==> config.mk <==
export PLATFORM = sky130hd
export DESIGN_NAME = dc_miss_ctrl
export DESIGN_NICKNAME = d
export VERILOG_FILES = /design/src/rtl/dc_ctrl_pkg.sv /design/src/rtl/dc_line_buf.sv /design/src/rtl/dc_miss_ctrl.sv
export SDC_FILE = /design/constraint.sdc
export NUM_CORES = 1
export LEC_CHECK = 0
export ABC_AREA = 1
export BUFFER_PORTS_ARGS = -buffer_cell sky130_fd_sc_hd__buf_2
export CORE_AREA = 2 2 242 244
export DETAILED_ROUTE_END_ITERATION = 8
export DIE_AREA = 0 0 244 246
export GPL_TIMING_DRIVEN = 0
export MAX_ROUTING_LAYER = met4
export PLACE_DENSITY = 0.33
export SYNTH_ARGS = -nofsm -noshare
export SYNTH_HDL_FRONTEND = slang
export SYNTH_SLANG_ARGS = --single-unit
export TNS_END_PERCENT = 1
==> constraint.sdc <==
create_clock -name clk -period 6.3 [get_ports clk]
set_input_delay 1.26 -clock clk [delete_from_list [all_inputs] [get_ports clk]]
set_output_delay 1.26 -clock clk [all_outputs]
set_load 0.01 [all_outputs]
==> src/rtl/dc_ctrl_pkg.sv <==
// Shared types and helpers for the data-cache miss sequencer.
package dc_ctrl_pkg;

  localparam int unsigned LINE_BITS = 128;
  localparam int unsigned OFS_BITS  = 4;

  typedef enum logic [2:0] {
    StIdle,
    StRdVict,
    StWbCap,
    StWbReq,
    StFillReq,
    StFillWr,
    StFin,
    StFin2
  } dc_state_e;

  typedef enum logic {
    BufSrcRam,
    BufSrcMem
  } buf_src_e;

  // Line index of a byte address for a data RAM with dwidth word-address bits.
  function automatic logic [31:0] dc_line_idx(input logic [31:0] adr, input int unsigned dwidth);
    logic [31:0] mask;
    mask = (32'd1 << (dwidth - 2)) - 32'd1;
    return (adr >> OFS_BITS) & mask;
  endfunction

endpackage

==> src/rtl/dc_line_buf.sv <==
// Single 128-bit line buffer shared by the victim write-back and the fill.
module dc_line_buf
  import dc_ctrl_pkg::*;
(
  input  logic                 clk_i,
  input  logic                 rst_i,
  input  logic                 load_i,
  input  buf_src_e             sel_i,
  input  logic [LINE_BITS-1:0] ram_data_i,
  input  logic [LINE_BITS-1:0] mem_data_i,
  output logic [LINE_BITS-1:0] line_o
);

  logic [LINE_BITS-1:0] line_q, line_d;

  // Select the load source; hold otherwise.
  always_comb begin
    line_d = line_q;
    if (load_i) begin
      line_d = (sel_i == BufSrcMem) ? mem_data_i : ram_data_i;
    end
  end

  // Line storage.
  always_ff @(posedge clk_i or posedge rst_i) begin
    if (rst_i) begin
      line_q <= '0;
    end else begin
      line_q <= line_d;
    end
  end

  assign line_o = line_q;

endmodule

==> src/rtl/dc_miss_ctrl.sv <==
// Data-cache miss sequencer: stall, optional dirty-victim write-back, line fill,
// then the two-pulse completion handshake.
// Write-back support is built only when DC_WRITEBACK_EN is defined; otherwise
// the cache is write-through and every miss goes straight to the fill.
module dc_miss_ctrl
  import dc_ctrl_pkg::*;
#(
  parameter int unsigned DWIDTH = 11
) (
  input  logic                     clk,
  input  logic                     rst,
  input  logic                     dc_miss_req,
  input  logic [31:0]              dc_miss_adr,
  input  logic                     dc_victim_dirty,
  input  logic [32-(DWIDTH+2)-1:0] dc_victim_tag,
  output logic                     dc_stall,
  output logic                     dc_stall_fin,
  output logic                     dc_stall_fin2,
  output logic                     dc_tag_wen,
  output logic [DWIDTH-3:0]        ram_radr_all,
  output logic                     ram_ren_all,
  input  logic [LINE_BITS-1:0]     ram_rdata_all,
  output logic [DWIDTH-3:0]        ram_wadr_all,
  output logic [LINE_BITS-1:0]     ram_wdata_all,
  output logic                     ram_wen_all,
  output logic                     mem_req,
  output logic                     mem_we,
  output logic [27:0]              mem_adr,
  output logic [LINE_BITS-1:0]     mem_wdata,
  input  logic                     mem_ack,
  input  logic [LINE_BITS-1:0]     mem_rdata
);

  localparam int unsigned IdxW = DWIDTH - 2;

  dc_state_e            state_q, state_d;
  logic [31-OFS_BITS:0] line_adr_q, line_adr_d;
  logic                 stall_q, stall_d;
  logic [IdxW-1:0]      idx;
  logic                 buf_load;
  buf_src_e             buf_sel;
  logic [LINE_BITS-1:0] line_buf;
  logic                 unused_in;

`ifdef DC_WRITEBACK_EN
  localparam int unsigned TagW = 32 - (DWIDTH + 2);
  logic [TagW-1:0] vtag_q, vtag_d;
  assign unused_in = ^dc_miss_adr[OFS_BITS-1:0];
`else
  // Victim information is meaningless for a write-through cache.
  assign unused_in = ^{dc_miss_adr[OFS_BITS-1:0], dc_victim_dirty, dc_victim_tag};
`endif

  assign idx      = IdxW'(dc_line_idx({line_adr_q, {OFS_BITS{1'b0}}}, DWIDTH));
  assign dc_stall = stall_q;

  dc_line_buf u_line_buf (
    .clk_i      (clk),
    .rst_i      (rst),
    .load_i     (buf_load),
    .sel_i      (buf_sel),
    .ram_data_i (ram_rdata_all),
    .mem_data_i (mem_rdata),
    .line_o     (line_buf)
  );

  // State, captured miss context and registered stall decode.
  always_ff @(posedge clk or posedge rst) begin
    if (rst) begin
      state_q    <= StIdle;
      line_adr_q <= '0;
      stall_q    <= 1'b0;
`ifdef DC_WRITEBACK_EN
      vtag_q     <= '0;
`endif
    end else begin
      state_q    <= state_d;
      line_adr_q <= line_adr_d;
      stall_q    <= stall_d;
`ifdef DC_WRITEBACK_EN
      vtag_q     <= vtag_d;
`endif
    end
  end

  // Next-state logic; a miss is only captured in StIdle.
  always_comb begin
    state_d    = state_q;
    line_adr_d = line_adr_q;
`ifdef DC_WRITEBACK_EN
    vtag_d     = vtag_q;
`endif
    unique case (state_q)
      StIdle: begin
        if (dc_miss_req) begin
          line_adr_d = dc_miss_adr[31:OFS_BITS];
`ifdef DC_WRITEBACK_EN
          vtag_d     = dc_victim_tag;
          state_d    = dc_victim_dirty ? StRdVict : StFillReq;
`else
          state_d    = StFillReq;
`endif
        end
      end
`ifdef DC_WRITEBACK_EN
      StRdVict: state_d = StWbCap;
      StWbCap:  state_d = StWbReq;
      StWbReq:  if (mem_ack) state_d = StFillReq;
`endif
      StFillReq: if (mem_ack) state_d = StFillWr;
      StFillWr:  state_d = StFin;
      StFin:     state_d = StFin2;
      StFin2:    state_d = StIdle;
      default:   state_d = StIdle;
    endcase
    stall_d = (state_d != StIdle);
  end

  // Moore outputs; every bus is zero outside the state that drives it, so
  // reset clears them immediately.
  always_comb begin
    dc_stall_fin  = 1'b0;
    dc_stall_fin2 = 1'b0;
    dc_tag_wen    = 1'b0;
    ram_radr_all  = '0;
    ram_ren_all   = 1'b0;
    ram_wadr_all  = '0;
    ram_wdata_all = '0;
    ram_wen_all   = 1'b0;
    mem_req       = 1'b0;
    mem_we        = 1'b0;
    mem_adr       = '0;
    mem_wdata     = '0;
    buf_load      = 1'b0;
    buf_sel       = BufSrcMem;
    unique case (state_q)
`ifdef DC_WRITEBACK_EN
      StRdVict: begin
        ram_ren_all  = 1'b1;
        ram_radr_all = idx;
      end
      StWbCap: begin
        buf_load = 1'b1;
        buf_sel  = BufSrcRam;
      end
      StWbReq: begin
        mem_req   = 1'b1;
        mem_we    = 1'b1;
        mem_adr   = {vtag_q, idx};
        mem_wdata = line_buf;
      end
`endif
      StFillReq: begin
        mem_req  = 1'b1;
        mem_adr  = line_adr_q;
        buf_load = mem_ack;
        buf_sel  = BufSrcMem;
      end
      StFillWr: begin
        ram_wen_all   = 1'b1;
        ram_wadr_all  = idx;
        ram_wdata_all = line_buf;
        dc_tag_wen    = 1'b1;
      end
      StFin:   dc_stall_fin  = 1'b1;
      StFin2:  dc_stall_fin2 = 1'b1;
      default: ;
    endcase
  end

endmodule
==> results by group <==
Global routing
  • Largest net degree at the start of global routing: 87
  • Initial antenna violation count: 2
  • Vias in the first global route: 8779
  • Grt total ovfl: 0
  • First-pass GRT wire length: 55800 um
  • All-layer global routing usage: 0.129

CTS
  • Clk buf depth: 2
  • Clk sinks: 160
  • Setup Buffers After CTS: 0
  • Worst-skew pair later-pin latency: 0.48 ns
  • Post-CTS sizing: 0
  • CTS tree: done
  • H-tree levels: 4
  • Cts hold-fix bufs: 0
  • Cell at the root of the clock tree: clkbuf_16
  • CTS Buf Count: 17
  • Clk slew on worst S/H paths: 0.07 ns

Worst setup path
  • Worst Path Required: 5.04 ns
  • CP endpoint kind: primary output
  • Max FO, Critical Path: 10
  • Startpoint types: flop
  • Critical path start-end classification: reg2out
  • Critical path arrival: 2.34 ns

Floorplan
  • Die width: 244 um
  • Ports: 622
  • Die height: 246 um
  • Die area: 0.0600 mm^2
  • Rows: 88
  • Starting Density: 0.154
  • Core area: 0.0574 mm^2

Timing
  • Clock period minus worst slack: 3.60 ns
  • Final Cycle Share: 0.572
  • WHS: 0.469 ns
  • Final setup violation count: 0
  • Max-Slew Margin vs Limit: 0.372
  • Fin. max-slew vios: 0
  • Final hold viol count: 0
  • RSZ-0062 raised after global routing: false
  • Clk_skew: 0.0124 ns
  • Worst Tran Pin Value: 0.942 ns
  • Max frequency: 0.278 GHz

Synthesis
  • Synthesized area: 0.00886 mm^2
  • Syn avg cell area: 7.41 um^2
  • Post-synthesis sequential area ratio: 0.452
  • Register bit total from synthesis: 160
  • Synthesis Warnings: 0
  • Synth Instances: 1195
  • Library cells used by synthesis: 13

Pwr
  • Pwr dens: 412 mW/mm^2
  • Peak VDD IR: 0.195 mV
  • Pleak: 7.50 nW

Place
  • Cells after DPL: 2429
  • DP HPWL: 29300 um
  • Cell Area, Placed: 0.0120 mm^2
  • IO Port Bufs: 330
  • RePlAce Congestion: 0.773

Drt
  • Wire length per cell: 15.3 um
  • 1st-pass router iterations: 5
  • Drt via density: 3.54
  • ANT nets after route: 0
  • DR vias: 8714
  • WL final: 37700 um
  • DRC violation total after the first TritonRoute iteration: 373
  • Remaining DRCs: 0

Final layout
  • Design area: 0.0126 mm^2
  • Layout Nets: 1995
  • Share of cells above drive strength 1: 0.328
  • Non-Filler Instances: 2463
  • Layout area overhead: 42.2%
  • Filler Cells Inserted: 6599
  • Post-layout util: 0.220

Status
  • Status: finished clean

Job
  • Max capacitance violation total: 0

Hold path
  • HP Class: reg2reg
final cells by class:
type                    count  area (um^2)  share of cell area
clock inverters            14          131              0.0104
repair buffers            331         1680               0.133
inverters                 163          619              0.0492
clock buffers              18          439              0.0349
plain buffers             224         1440               0.114
well taps                 765          957              0.0760
flip-flops and latches    160         4000               0.318
diodes                      2         5.00            0.000397
multi-input cells         786         3320               0.263
routing by layer:
| metal | up-vias | share of wire | GRT usage |
|---|---|---|---|
| met3 | 22 | 0.053 | 0.0340 |
| li1 | 4367 | - | - |
| met5 | - | 0 | - |
| met4 | 0 | 0.012 | 0.0343 |
| met1 | 4054 | 0.46 | 0.163 |
| met2 | 271 | 0.47 | 0.204 |
report_power, final:
part	internal, mW	switching, mW	total [mW]
Combinational	0.756	1.60	2.36
Clock	0.559	0.505	1.06
Sequential	1.51	0.264	1.77
state kept, by name, summed over array words and instances (netlist names):
register	flops
dc_stall	1
u_line_buf.line_o	128
line_adr_q	28
state_q	3
logic make-up (layout without fill, tap and decap cells):
kind of cell	after synthesis	after routing	share of synthesized area
DFF	160	160	0.452
other	1	141	0.000423
buffers and inverters	387	750	0.232
AOI/OAI and AO/OA	1	1	0.000565
and+or+nand+nor	646	646	0.315
final timing paths:
path / startpoint / end / slack (ns) / depth (start not counted)
worst min-delay path: u_line_buf.line_o[126] / u_line_buf.line_o[126] / 0.47 / 2
min in group asynchronous: rst / u_line_buf.line_o[44] / 0.81 / 2
worst max register to register: state_q[0] / line_adr_q[10] / 4.47 / 5
worst max-delay path: state_q[2] / ram_wdata_all[78] / 2.70 / 6
worst min register to register: u_line_buf.line_o[126] / u_line_buf.line_o[126] / 0.47 / 2
max in group asynchronous: rst / u_line_buf.line_o[102] / 4.54 / 3
cell usage after synthesis:
master / count / area share
nand2_1: 319 / 0.14
nor2_1: 167 / 0.071
inv_1: 163 / 0.069
dfrtp_1: 160 / 0.45
buf_4: 144 / 0.12
nand4_1: 128 / 0.090
buf_2: 48 / 0.027
nand3_1: 31 / 0.018
clkbuf_1: 28 / 0.012
buf_1: 4 / 0.0017
conb_1: 1 / 0.00042
nor2_4: 1 / 0.0013
o21ai_0: 1 / 0.00056
through the flow:
| stage | power [mW] | TNS, ns | setup slack (ns) |
|---|---|---|---|
| final | 5.19 | 0 | 2.70 |
| after global routing | 5.71 | 0 | 2.52 |
| after CTS | 5.34 | 0 | 2.55 |
| after detailed placement | 4.22 | 0 | 3.12 |
| after global placement | 4.21 | -348.41 | -2.21 |
| after floorplan | 3.22 | 0 | 0.720 |
layout by cell type, fill, tap and decap left out, drive strengths merged:
cell type,Yosys,layout
dfrtp,160,160
o21ai,1,1
diode,0,2
bufinv,0,1
clkinvlp,0,3
clkbuf,28,46
nor2,168,168
nand3,31,31
buf,196,527
nand4,128,128
inv,163,168
clkinv,0,5
nand2,319,319
conb,1,139
worst max-delay path: stages, from the launching register on:
cell and delay [ns]:
dfrtp_1 0.36, buf_4 0.20, nand3_1 0.17, buf_2 0.47
buf_2 0.34, nor2_1 0.14, buf_2 0.17
No activity file was read; power rests on OpenSTA's default activity.
